### src/rtl/tron_pkg.sv
// tron_pkg: shared TRON state encoding, default arena bounds and colours.
package tron_pkg;
    localparam logic [1:0] ST_IDLE    = 2'd0;
    localparam logic [1:0] ST_CLEAR   = 2'd1;
    localparam logic [1:0] ST_BORDER  = 2'd2;
    localparam logic [1:0] ST_PLAYERS = 2'd3;
    localparam int DEF_ARENA_X0 = 20;
    localparam int DEF_ARENA_Y0 = 20;
    localparam int DEF_ARENA_X1 = 50;
    localparam int DEF_ARENA_Y1 = 50;
    localparam logic [2:0] DEF_BORDER_COLOR = 3'b111;
    localparam logic [2:0] COLOR_BLACK      = 3'b000;
endpackage

### src/rtl/tron_border_walker.sv
// tron_border_walker: clockwise arena-border coordinate generator starting at
// the top-left corner; last_o flags the final border pixel (X0, Y0+1).
module tron_border_walker #(
    parameter int X_W = 8,
    parameter int Y_W = 7,
    parameter int X0  = 20,
    parameter int Y0  = 20,
    parameter int X1  = 50,
    parameter int Y1  = 50
) (
    input  logic           clk,
    input  logic           reset,
    input  logic           init_i,
    input  logic           step_i,
    output logic [X_W-1:0] x_o,
    output logic [Y_W-1:0] y_o,
    output logic           last_o
);
    localparam logic [X_W-1:0] XL = X_W'(X0);
    localparam logic [X_W-1:0] XR = X_W'(X1);
    localparam logic [Y_W-1:0] YT = Y_W'(Y0);
    localparam logic [Y_W-1:0] YB = Y_W'(Y1);
    localparam logic [Y_W-1:0] YE = Y_W'(Y0 + 1);
    logic [X_W-1:0] x_q, x_d;
    logic [Y_W-1:0] y_q, y_d;
    always_comb begin
        x_d = x_q;
        y_d = y_q;
        if (init_i) begin
            x_d = XL;
            y_d = YT;
        end else if (step_i) begin
            if (y_q == YT && x_q < XR) x_d = x_q + 1'b1;
            else if (x_q == XR && y_q < YB) y_d = y_q + 1'b1;
            else if (y_q == YB && x_q > XL) x_d = x_q - 1'b1;
            else y_d = y_q - 1'b1;
        end
    end
    always_ff @(posedge clk) begin
        if (reset) begin
            x_q <= XL;
            y_q <= YT;
        end else begin
            x_q <= x_d;
            y_q <= y_d;
        end
    end
    assign x_o    = x_q;
    assign y_o    = y_q;
    assign last_o = x_q == XL && y_q == YE;
endmodule

### src/rtl/tron_frame_drawer.sv
// tron_frame_drawer: per-frame TRON pixel emitter (border, then player heads).
// Define TRON_FRAME_CLEAR_EN to blank the arena interior before the border.
module tron_frame_drawer
    import tron_pkg::*;
#(
    parameter int X_W         = 8,
    parameter int Y_W         = 7,
    parameter int C_W         = 3,
    parameter int NUM_PLAYERS = 2,
    parameter int ARENA_X0    = DEF_ARENA_X0,
    parameter int ARENA_Y0    = DEF_ARENA_Y0,
    parameter int ARENA_X1    = DEF_ARENA_X1,
    parameter int ARENA_Y1    = DEF_ARENA_Y1,
    parameter logic [C_W-1:0] BORDER_COLOR = C_W'(DEF_BORDER_COLOR)
) (
    input  logic                       clk,
    input  logic                       reset,
    input  logic                       start,
    input  logic                       pixel_en,
    input  logic [NUM_PLAYERS*X_W-1:0] player_x,
    input  logic [NUM_PLAYERS*Y_W-1:0] player_y,
    input  logic [NUM_PLAYERS*C_W-1:0] player_color,
    output logic [X_W-1:0]             x_out,
    output logic [Y_W-1:0]             y_out,
    output logic [C_W-1:0]             color_out,
    output logic                       plot,
    output logic                       busy,
    output logic                       done
);
    localparam int I_W = $clog2(NUM_PLAYERS + 1);
    localparam logic [I_W-1:0] LAST_IDX = I_W'(NUM_PLAYERS);
`ifdef TRON_FRAME_CLEAR_EN
    localparam logic [1:0] ST_FIRST = ST_CLEAR;
`else
    localparam logic [1:0] ST_FIRST = ST_BORDER;
`endif
    logic [1:0] state_q, state_d;
    logic [I_W-1:0] idx_q;
    logic [NUM_PLAYERS*X_W-1:0] snap_x_q, sx_sh;
    logic [NUM_PLAYERS*Y_W-1:0] snap_y_q, sy_sh;
    logic [NUM_PLAYERS*C_W-1:0] snap_c_q, sc_sh;
    logic [X_W-1:0] x_q, x_d, bx, px;
    logic [Y_W-1:0] y_q, y_d, by, py;
    logic [C_W-1:0] c_q, c_d, pc;
    logic plot_q, plot_d, busy_q, busy_d, done_q, done_d;
    logic b_last, p_in;
    tron_border_walker #(
        .X_W(X_W), .Y_W(Y_W), .X0(ARENA_X0), .Y0(ARENA_Y0), .X1(ARENA_X1), .Y1(ARENA_Y1)
    ) u_walker (
        .clk(clk), .reset(reset), .init_i(state_q != ST_BORDER), .step_i(pixel_en),
        .x_o(bx), .y_o(by), .last_o(b_last)
    );
`ifdef TRON_FRAME_CLEAR_EN
    logic [X_W-1:0] cx_q;
    logic [Y_W-1:0] cy_q;
    logic clr_row_end, clr_last;
    assign clr_row_end = cx_q == X_W'(ARENA_X1 - 1);
    assign clr_last    = clr_row_end && cy_q == Y_W'(ARENA_Y1 - 1);
    always_ff @(posedge clk) begin
        if (reset || state_q != ST_CLEAR) begin
            cx_q <= X_W'(ARENA_X0 + 1);
            cy_q <= Y_W'(ARENA_Y0 + 1);
        end else if (pixel_en) begin
            cx_q <= clr_row_end ? X_W'(ARENA_X0 + 1) : cx_q + 1'b1;
            cy_q <= clr_row_end ? cy_q + 1'b1 : cy_q;
        end
    end
`endif
    always_ff @(posedge clk) begin
        if (reset) state_q <= ST_IDLE;
        else state_q <= state_d;
    end
    always_comb begin
        state_d = state_q;
        case (state_q)
            ST_IDLE:    state_d = start ? ST_FIRST : ST_IDLE;
`ifdef TRON_FRAME_CLEAR_EN
            ST_CLEAR:   state_d = (pixel_en && clr_last) ? ST_BORDER : ST_CLEAR;
`endif
            ST_BORDER:  state_d = (pixel_en && b_last) ? ST_PLAYERS : ST_BORDER;
            ST_PLAYERS: state_d = (pixel_en && idx_q == LAST_IDX) ? ST_IDLE : ST_PLAYERS;
            default:    state_d = ST_IDLE;
        endcase
    end
    // Index NUM_PLAYERS is the closing step that raises done.
    always_ff @(posedge clk) begin
        if (reset || state_q != ST_PLAYERS) idx_q <= '0;
        else if (pixel_en) idx_q <= idx_q + 1'b1;
    end
    always_ff @(posedge clk) begin
        if (reset) begin
            snap_x_q <= '0;
            snap_y_q <= '0;
            snap_c_q <= '0;
        end else if (state_q == ST_IDLE && start) begin
            snap_x_q <= player_x;
            snap_y_q <= player_y;
            snap_c_q <= player_color;
        end
    end
    assign sx_sh = snap_x_q >> (X_W * int'(idx_q));
    assign sy_sh = snap_y_q >> (Y_W * int'(idx_q));
    assign sc_sh = snap_c_q >> (C_W * int'(idx_q));
    assign px    = sx_sh[X_W-1:0];
    assign py    = sy_sh[Y_W-1:0];
    assign pc    = sc_sh[C_W-1:0];
    assign p_in  = px > X_W'(ARENA_X0) && px < X_W'(ARENA_X1) &&
                   py > Y_W'(ARENA_Y0) && py < Y_W'(ARENA_Y1);
    always_comb begin
        x_d    = x_q;
        y_d    = y_q;
        c_d    = c_q;
        plot_d = 1'b0;
        done_d = 1'b0;
        busy_d = state_d != ST_IDLE;
        if (pixel_en) begin
            case (state_q)
`ifdef TRON_FRAME_CLEAR_EN
                ST_CLEAR: begin
                    x_d    = cx_q;
                    y_d    = cy_q;
                    c_d    = C_W'(COLOR_BLACK);
                    plot_d = 1'b1;
                end
`endif
                ST_BORDER: begin
                    x_d    = bx;
                    y_d    = by;
                    c_d    = BORDER_COLOR;
                    plot_d = 1'b1;
                end
                ST_PLAYERS: begin
                    x_d    = (idx_q == LAST_IDX) ? x_q : px;
                    y_d    = (idx_q == LAST_IDX) ? y_q : py;
                    c_d    = (idx_q == LAST_IDX) ? c_q : pc;
                    plot_d = idx_q != LAST_IDX && p_in;
                    done_d = idx_q == LAST_IDX;
                end
                default: ;
            endcase
        end
    end
    always_ff @(posedge clk) begin
        if (reset) begin
            x_q    <= '0;
            y_q    <= '0;
            c_q    <= '0;
            plot_q <= 1'b0;
            busy_q <= 1'b0;
            done_q <= 1'b0;
        end else begin
            x_q    <= x_d;
            y_q    <= y_d;
            c_q    <= c_d;
            plot_q <= plot_d;
            busy_q <= busy_d;
            done_q <= done_d;
        end
    end
    assign x_out     = x_q;
    assign y_out     = y_q;
    assign color_out = c_q;
    assign plot      = plot_q;
    assign busy      = busy_q;
    assign done      = done_q;
endmodule

### config.mk
export PLATFORM = sky130hd
export DESIGN_NAME = tron_frame_drawer
export DESIGN_NICKNAME = d
export VERILOG_FILES = /design/src/rtl/tron_pkg.sv /design/src/rtl/tron_border_walker.sv /design/src/rtl/tron_frame_drawer.sv
export SDC_FILE = /design/constraint.sdc
export NUM_CORES = 1
export LEC_CHECK = 0
export CAP_MARGIN = 25
export CORE_MARGIN = 1
export CORE_UTILIZATION = 60
export CTS_BUF_LIST = sky130_fd_sc_hd__clkbuf_2 sky130_fd_sc_hd__clkbuf_4 sky130_fd_sc_hd__clkbuf_8
export DETAILED_ROUTE_END_ITERATION = 10
export PLACE_DENSITY = 0.88
export SETUP_SLACK_MARGIN = 0.1
export SLEW_MARGIN = 20
export SYNTH_ARGS = -nofsm -noshare
export SYNTH_HDL_FRONTEND = slang
export SYNTH_SLANG_ARGS = --single-unit
### constraint.sdc
create_clock -name clk -period 6.8 [get_ports clk]
set_input_delay 1.02 -clock clk [delete_from_list [all_inputs] [get_ports clk]]
set_output_delay 1.02 -clock clk [all_outputs]
set_load 0.01 [all_outputs]
==> out/results.ini <==
[run_status]
status = finished, final reports clean

[power]
combinationalPowerShare_pct = 22.3
finalPower_uw = 1090
internal_power_uw = 776
vdd_ir_drop_max_v = 0.000168
pwr-share-clk_pct = 32.6
netSwitchingFraction_pct = 28.8
p_sw_uw = 314
seqPwrFrac_pct = 45.1
power_leakage_uw = 0.00162
p_per_area_nw_per_um2 = 237

[setup_path]
slowest_delay_ns = 0.51
path_class = reg -> reg
startpoint_type = flip-flop
path_buf_inv = 2
required_ns = 7.03
cp_max_fo = 7
crit_slowest_cell = dfxtp_1
crit_arrival_ns = 3.09
end_kind = flip-flop
crit_family = compound AO/OA/AOI/OAI gates
crit_chain = inv_1 > nor4b_1 > and3_1 > inv_1 > fa_1 > a21o_1 > a21oi_1 > o21bai_1 > a21oi_1 > mux2i_1 > o32ai_1

[yosys]
synth_mux_area_share_pct = 6.37
async_reset_ff_share_pct = 0
synth_top_family_by_area = simple AND/OR/NAND/NOR gates
syn-cell-area_um2 = 3790
synthesis.nets = 519
synthAdderAreaFrac_pct = 5.02
synth-edff-count = 0
synth-warning-count = 0
synth_compound_area_share_pct = 20.1
syn_area_per_cell_um2 = 8.15
synthXorXnorAreaFrac_pct = 2.31
ys_seq_elements = 76
synth-simple-area-share_pct = 21.3
ys_types = 54
ys_seq_area_share_pct = 40.1
synth_area_leaders = dfxtp_1 (40%), nand2_1 (8.5%), a21oi_1 (8.2%)
synthFlopType = dfxtp_1
yosysTopAreaCellShare_pct = 40.1
yosys.area.top_type = dfxtp_1
synth_cells = 465

[route]
dr_total_vias = 3466
drtIter0Drc = 281
post_drt_wl_per_cell_um = 15.1
totalWireLength_um = 8870
firstDrtPassIters = 4
ant_nets = 0
drcViolationCount = 0
via_per_inst = 5.88

[cts]
ctsHoldBuffers = 0
cts_resized = 0
path_clk_slew_ns = 0.08
clock_latency_ns = 0.36
cts_inserted_buffers = 9
clk_path_buf_depth = 2
cts_sinks = 76
cts_tree = built
htree_num_levels = 3
cts_setup_buffers = 0
cts-root-buf = clkbuf_8

[sta]
clock-skew-final_ns = 0.00923
layout_min_cycle_time_ns = 2.86
whs_ns = 0.455
worstMarginPinSlew_ns = 0.986
fmaxAchievable_ghz = 0.350
fin_setup_tns_ns = 0
finalCritPeriodShare_pct = 42.0
finalHoldViolCount = 0
rsz0062_at_grt = false
setup_violations = 0
drv_slew = 0
maxSlewHeadroom_pct = 34.2

[placement]
gp_congestion = 0.903
dp.cells = 572
placed_area_um2 = 4360
io_buffers = 60
place_hpwl_um = 6180

[die]
core_area_um2 = 5990
die_area_um2 = 6640
die_h_um = 81.5
num_io_pins = 61
start_util_pct = 63.3
floorplan.rows = 28
fp.dieW_um = 81.5

[finish]
fin_nets = 563
n_antenna_cell = 0
most-common-layout-cells = nand2_1 (86), dfxtp_1 (76), a21oi_1 (62)
fill_cells = 436
final_cells = 589
drive_above_1_share_pct = 6.42
area_growth_pct = 21.3
fin_area_um2 = 4600
final_common_cell = nand2_1

[global_routing]
antenna_found_initial = 0
grt_pass1_wl_um = 14500
grt_max_degree = 63
grt_pass1_vias = 3092
grt_use_total_pct = 28.7
overflow = 0

[min_path]
hp-class = reg -> reg

[run]
drv_cap = 0

registers in the layout, indices dropped and copies added (netlist names):
name,count
x_out,8
done,1
u_walker.y_o,7
snap_c_q,6
idx_q,2
snap_x_q,16
snap_y_q,14
u_walker.x_o,8
color_out,3
plot,1
y_out,7
state_q,2
busy,1
worst reg2reg max path, cell delays in order (launching register included):
cell	delay, ns
dfxtp_1	0.51
inv_1	0.14
nor4b_1	0.29
and3_1	0.24
inv_1	0.14
fa_1	0.44
a21o_1	0.18
a21oi_1	0.22
o21bai_1	0.09
a21oi_1	0.21
mux2i_1	0.21
o32ai_1	0.09
kinds of logic after synthesis:
group           count (synthesis)
flops                          76
mux                            24
compound gates                122
fa+ha+maj                      14
xor+xnor                       10
buf+inv                        39
simple gates                  180
cell type report:
| cell class | count | area, um^2 | share of cell area, % |
|---|---|---|---|
| multi-input cells | 350 | 2090 | 45.4 |
| well taps | 75 | 93.8 | 2.04 |
| clock buffers | 12 | 159 | 3.46 |
| flip-flops and latches | 76 | 1520 | 33.1 |
| repair buffers | 65 | 661 | 14.4 |
| inverters | 7 | 26.3 | 0.571 |
| clock inverters | 4 | 47.5 | 1.03 |
cells in the mapped netlist, drive strengths merged, types with 8 or more instances:
| master | instances |
|---|---|
| dfxtp | 76 |
| a211oi | 16 |
| ha | 12 |
| o211ai | 9 |
| clkbuf | 25 |
| nor3 | 24 |
| nor2b | 8 |
| mux2i | 23 |
| xnor2 | 8 |
| a21oi | 63 |
| o21ai | 11 |
| nor2 | 40 |
| nand2 | 87 |
metal layers:
metal | up-vias | GRT usage (%) | share of wire, %
li1 | 1726 | - | -
met1 | 1607 | 37.9 | 46
met2 | 115 | 45.1 | 48
met3 | 18 | 5.44 | 4.6
met4 | 0 | 13.4 | 1.8
met5 | - | 0 | 0
worst paths after layout:
path | from | endpoint | slack, ns | cells after the start
min | snap_y_q[10]$_SDFFE_PP0P_ | snap_y_q[10]$_SDFFE_PP0P_ | 0.45 | 2
min reg2reg | snap_y_q[10]$_SDFFE_PP0P_ | snap_y_q[10]$_SDFFE_PP0P_ | 0.45 | 2
max reg2reg | u_walker.x_o[1]$_SDFFE_PP0P_ | u_walker.y_o[6]$_SDFFE_PP0P_ | 3.94 | 11
max | u_walker.x_o[1]$_SDFFE_PP0P_ | u_walker.y_o[6]$_SDFFE_PP0P_ | 3.94 | 11
power by group through the flow:
stage | registers [uW] | clock network [uW] | logic (uW)
2_1_floorplan | 497 | 0 | 166
3_3_place_gp | 499 | 0 | 228
3_5_place_dp | 500 | 0 | 238
4_1_cts | 490 | 358 | 239
5_1_grt | 494 | 376 | 269
6_report | 491 | 355 | 244
per-stage QoR:
step | worst slack [ns] | utilization, %
2_1_floorplan | 4.34 | -
3_3_place_gp | 3.78 | 72.6
3_5_place_dp | 3.67 | 72.8
4_1_cts | 3.97 | 76.3
5_1_grt | 3.80 | 76.8
6_report | 3.94 | 76.8
(Power assumes the default switching activity.)
==> edit (config.mk and constraints unchanged) <==
Register the inputs `start`, `player_x`, `player_y` and `player_color` before use, cleared by the reset. The logic sees them one clock later. The other inputs are not delayed to match.
--- a/src/rtl/tron_frame_drawer.sv
+++ b/src/rtl/tron_frame_drawer.sv
@@ -30,4 +30,23 @@
     localparam int I_W = $clog2(NUM_PLAYERS + 1);
     localparam logic [I_W-1:0] LAST_IDX = I_W'(NUM_PLAYERS);
+
+    logic start_q;
+    logic [NUM_PLAYERS*X_W-1:0] player_x_q;
+    logic [NUM_PLAYERS*Y_W-1:0] player_y_q;
+    logic [NUM_PLAYERS*C_W-1:0] player_color_q;
+
+    always_ff @(posedge clk) begin
+        if (reset) begin
+            start_q        <= '0;
+            player_x_q     <= '0;
+            player_y_q     <= '0;
+            player_color_q <= '0;
+        end else begin
+            start_q        <= start;
+            player_x_q     <= player_x;
+            player_y_q     <= player_y;
+            player_color_q <= player_color;
+        end
+    end
 `ifdef TRON_FRAME_CLEAR_EN
     localparam logic [1:0] ST_FIRST = ST_CLEAR;
@@ -74,5 +93,5 @@
         state_d = state_q;
         case (state_q)
-            ST_IDLE:    state_d = start ? ST_FIRST : ST_IDLE;
+            ST_IDLE:    state_d = start_q ? ST_FIRST : ST_IDLE;
 `ifdef TRON_FRAME_CLEAR_EN
             ST_CLEAR:   state_d = (pixel_en && clr_last) ? ST_BORDER : ST_CLEAR;
@@ -93,8 +112,8 @@
             snap_y_q <= '0;
             snap_c_q <= '0;
-        end else if (state_q == ST_IDLE && start) begin
-            snap_x_q <= player_x;
-            snap_y_q <= player_y;
-            snap_c_q <= player_color;
+        end else if (state_q == ST_IDLE && start_q) begin
+            snap_x_q <= player_x_q;
+            snap_y_q <= player_y_q;
+            snap_c_q <= player_color_q;
         end
     end
Behaviour: not the same (a bounded check fails within 4 cycles, from zero or initial values and one cycle with reset high).
==> edit against the original RTL <==
- hold slack lost 0.020 ns
- wire length grew 16%
- synthesized cell count grew 17%
- design area grew 26%
- worst setup slack lost 0.091 ns
- critical path depth shrank 1
- synthesized area grew 26%
- largest cell class unchanged
- total power grew 31%
- sequential cell count grew 37
==> edit: results (changes against the original RTL) <==
status: "finished, final reports clean"
dpl_cell_area_sq_um: 5400  # +24%
synth_xor_area_frac: 0.0183  # -0.00478
multi_input_gates: 389  # +11%
reg2reg_depth: 10  # -1
wl_per_cell_microns: 14.5  # -3.9%
dp_hpwl_mm: 7.00  # +13%
grt_pass1_wl_mm: 17.0  # +18%
n_sequential_cell: 113  # +49%
grt_pass1_vias: 3764  # +22%
drive_above_1_share: 0.0740  # +0.00981
insertion_delay_ns: 0.43  # +0.07 ns
cp_slowest_cell: "fa_1"
top_regs: "player_x_q: 16 flops, snap_x_q: 16 flops"
ys_types: 52  # -3.7%
ir_drop_mv: 0.172  # +2.2%
pre_cts_ws_ns: 3.75  # +0.0828 ns
cts_htree_levels: 4  # +1
seq_share: 0.390  # +0.0591
synth_area_leaders: "dfxtp_1 47%, nand2_1 6.8%, a21oi_1 6.5%"
fillers: 548  # +26%
wl_met1_mm: 4.28  # +5.1%
hold_end: "snap_c_q[1]$_SDFFE_PP0P_"
dp.cells: 678  # +19%
min_from: "player_color_q[1]$_SDFF_PP0_"
routed-wl-met3_microns: 616  # +50%
final_nets: 649  # +15%
finalCritPeriodShare: 0.434  # +0.0134
post-route-util: 0.751  # -0.0169
cts_buffers: 17  # +8
buffer_area_frac: 0.109  # -0.0345
startpoint: "u_walker.x_o[0]$_SDFFE_PP0P_"
route.met2.wl_mm: 5.18  # +23%
synth_compound_area_frac: 0.157  # -0.0437
area_share_clock_buf_inv: 0.0695  # +0.0246
seq_area_frac_synth: 0.473  # +0.0719
slowest_delay_ns: 0.46  # -0.05 ns
arrival_ns: 3.26  # +0.17 ns
gp_congestion: 0.826  # -8.5%
synthTopCellsByCount: "113 x dfxtp_1, 86 x nand2_1, 62 x a21oi_1"
drt-initial-drc-count: 214  # -24%
clock_skew_ns: 0.0143  # +0.00502 ns
muxShareOfSynthArea: 0.0544  # -0.00926
[edit: changes by cell type after synthesis, moves of 3 or more]
cell and delta:
nor2b_1 +32, dfxtp_1 +37, inv_1 +4, mux2i_1 +3, nor2_1 +6
[edit: metal layers]
layer | track usage | vias up
met5 | 0 | -
met4 | 0.108 | 0
met3 | 0.0645 | 24
met2 | 0.458 | 161
met1 | 0.296 | 1864
li1 | - | 1988
[edit: tightest hold or removal path, delay by kind of cell, from the launching register on]
family	cells	cell delay, ns
AND/OR/NAND/NOR	1	0.04
AO/OA/AOI/OAI	1	0.05
flip-flops	1	0.30
[edit: where the power goes]
group	leakage [nW]	internal (W)	switching [W]	total (W)
sequential	0.925	0.000687	0.0000108	0.000697
combinational	0.918	0.0000499	0.0000459	0.0000957
clock	0.200	0.000339	0.000292	0.000632
total	2.04	0.00108	0.000349	0.00142
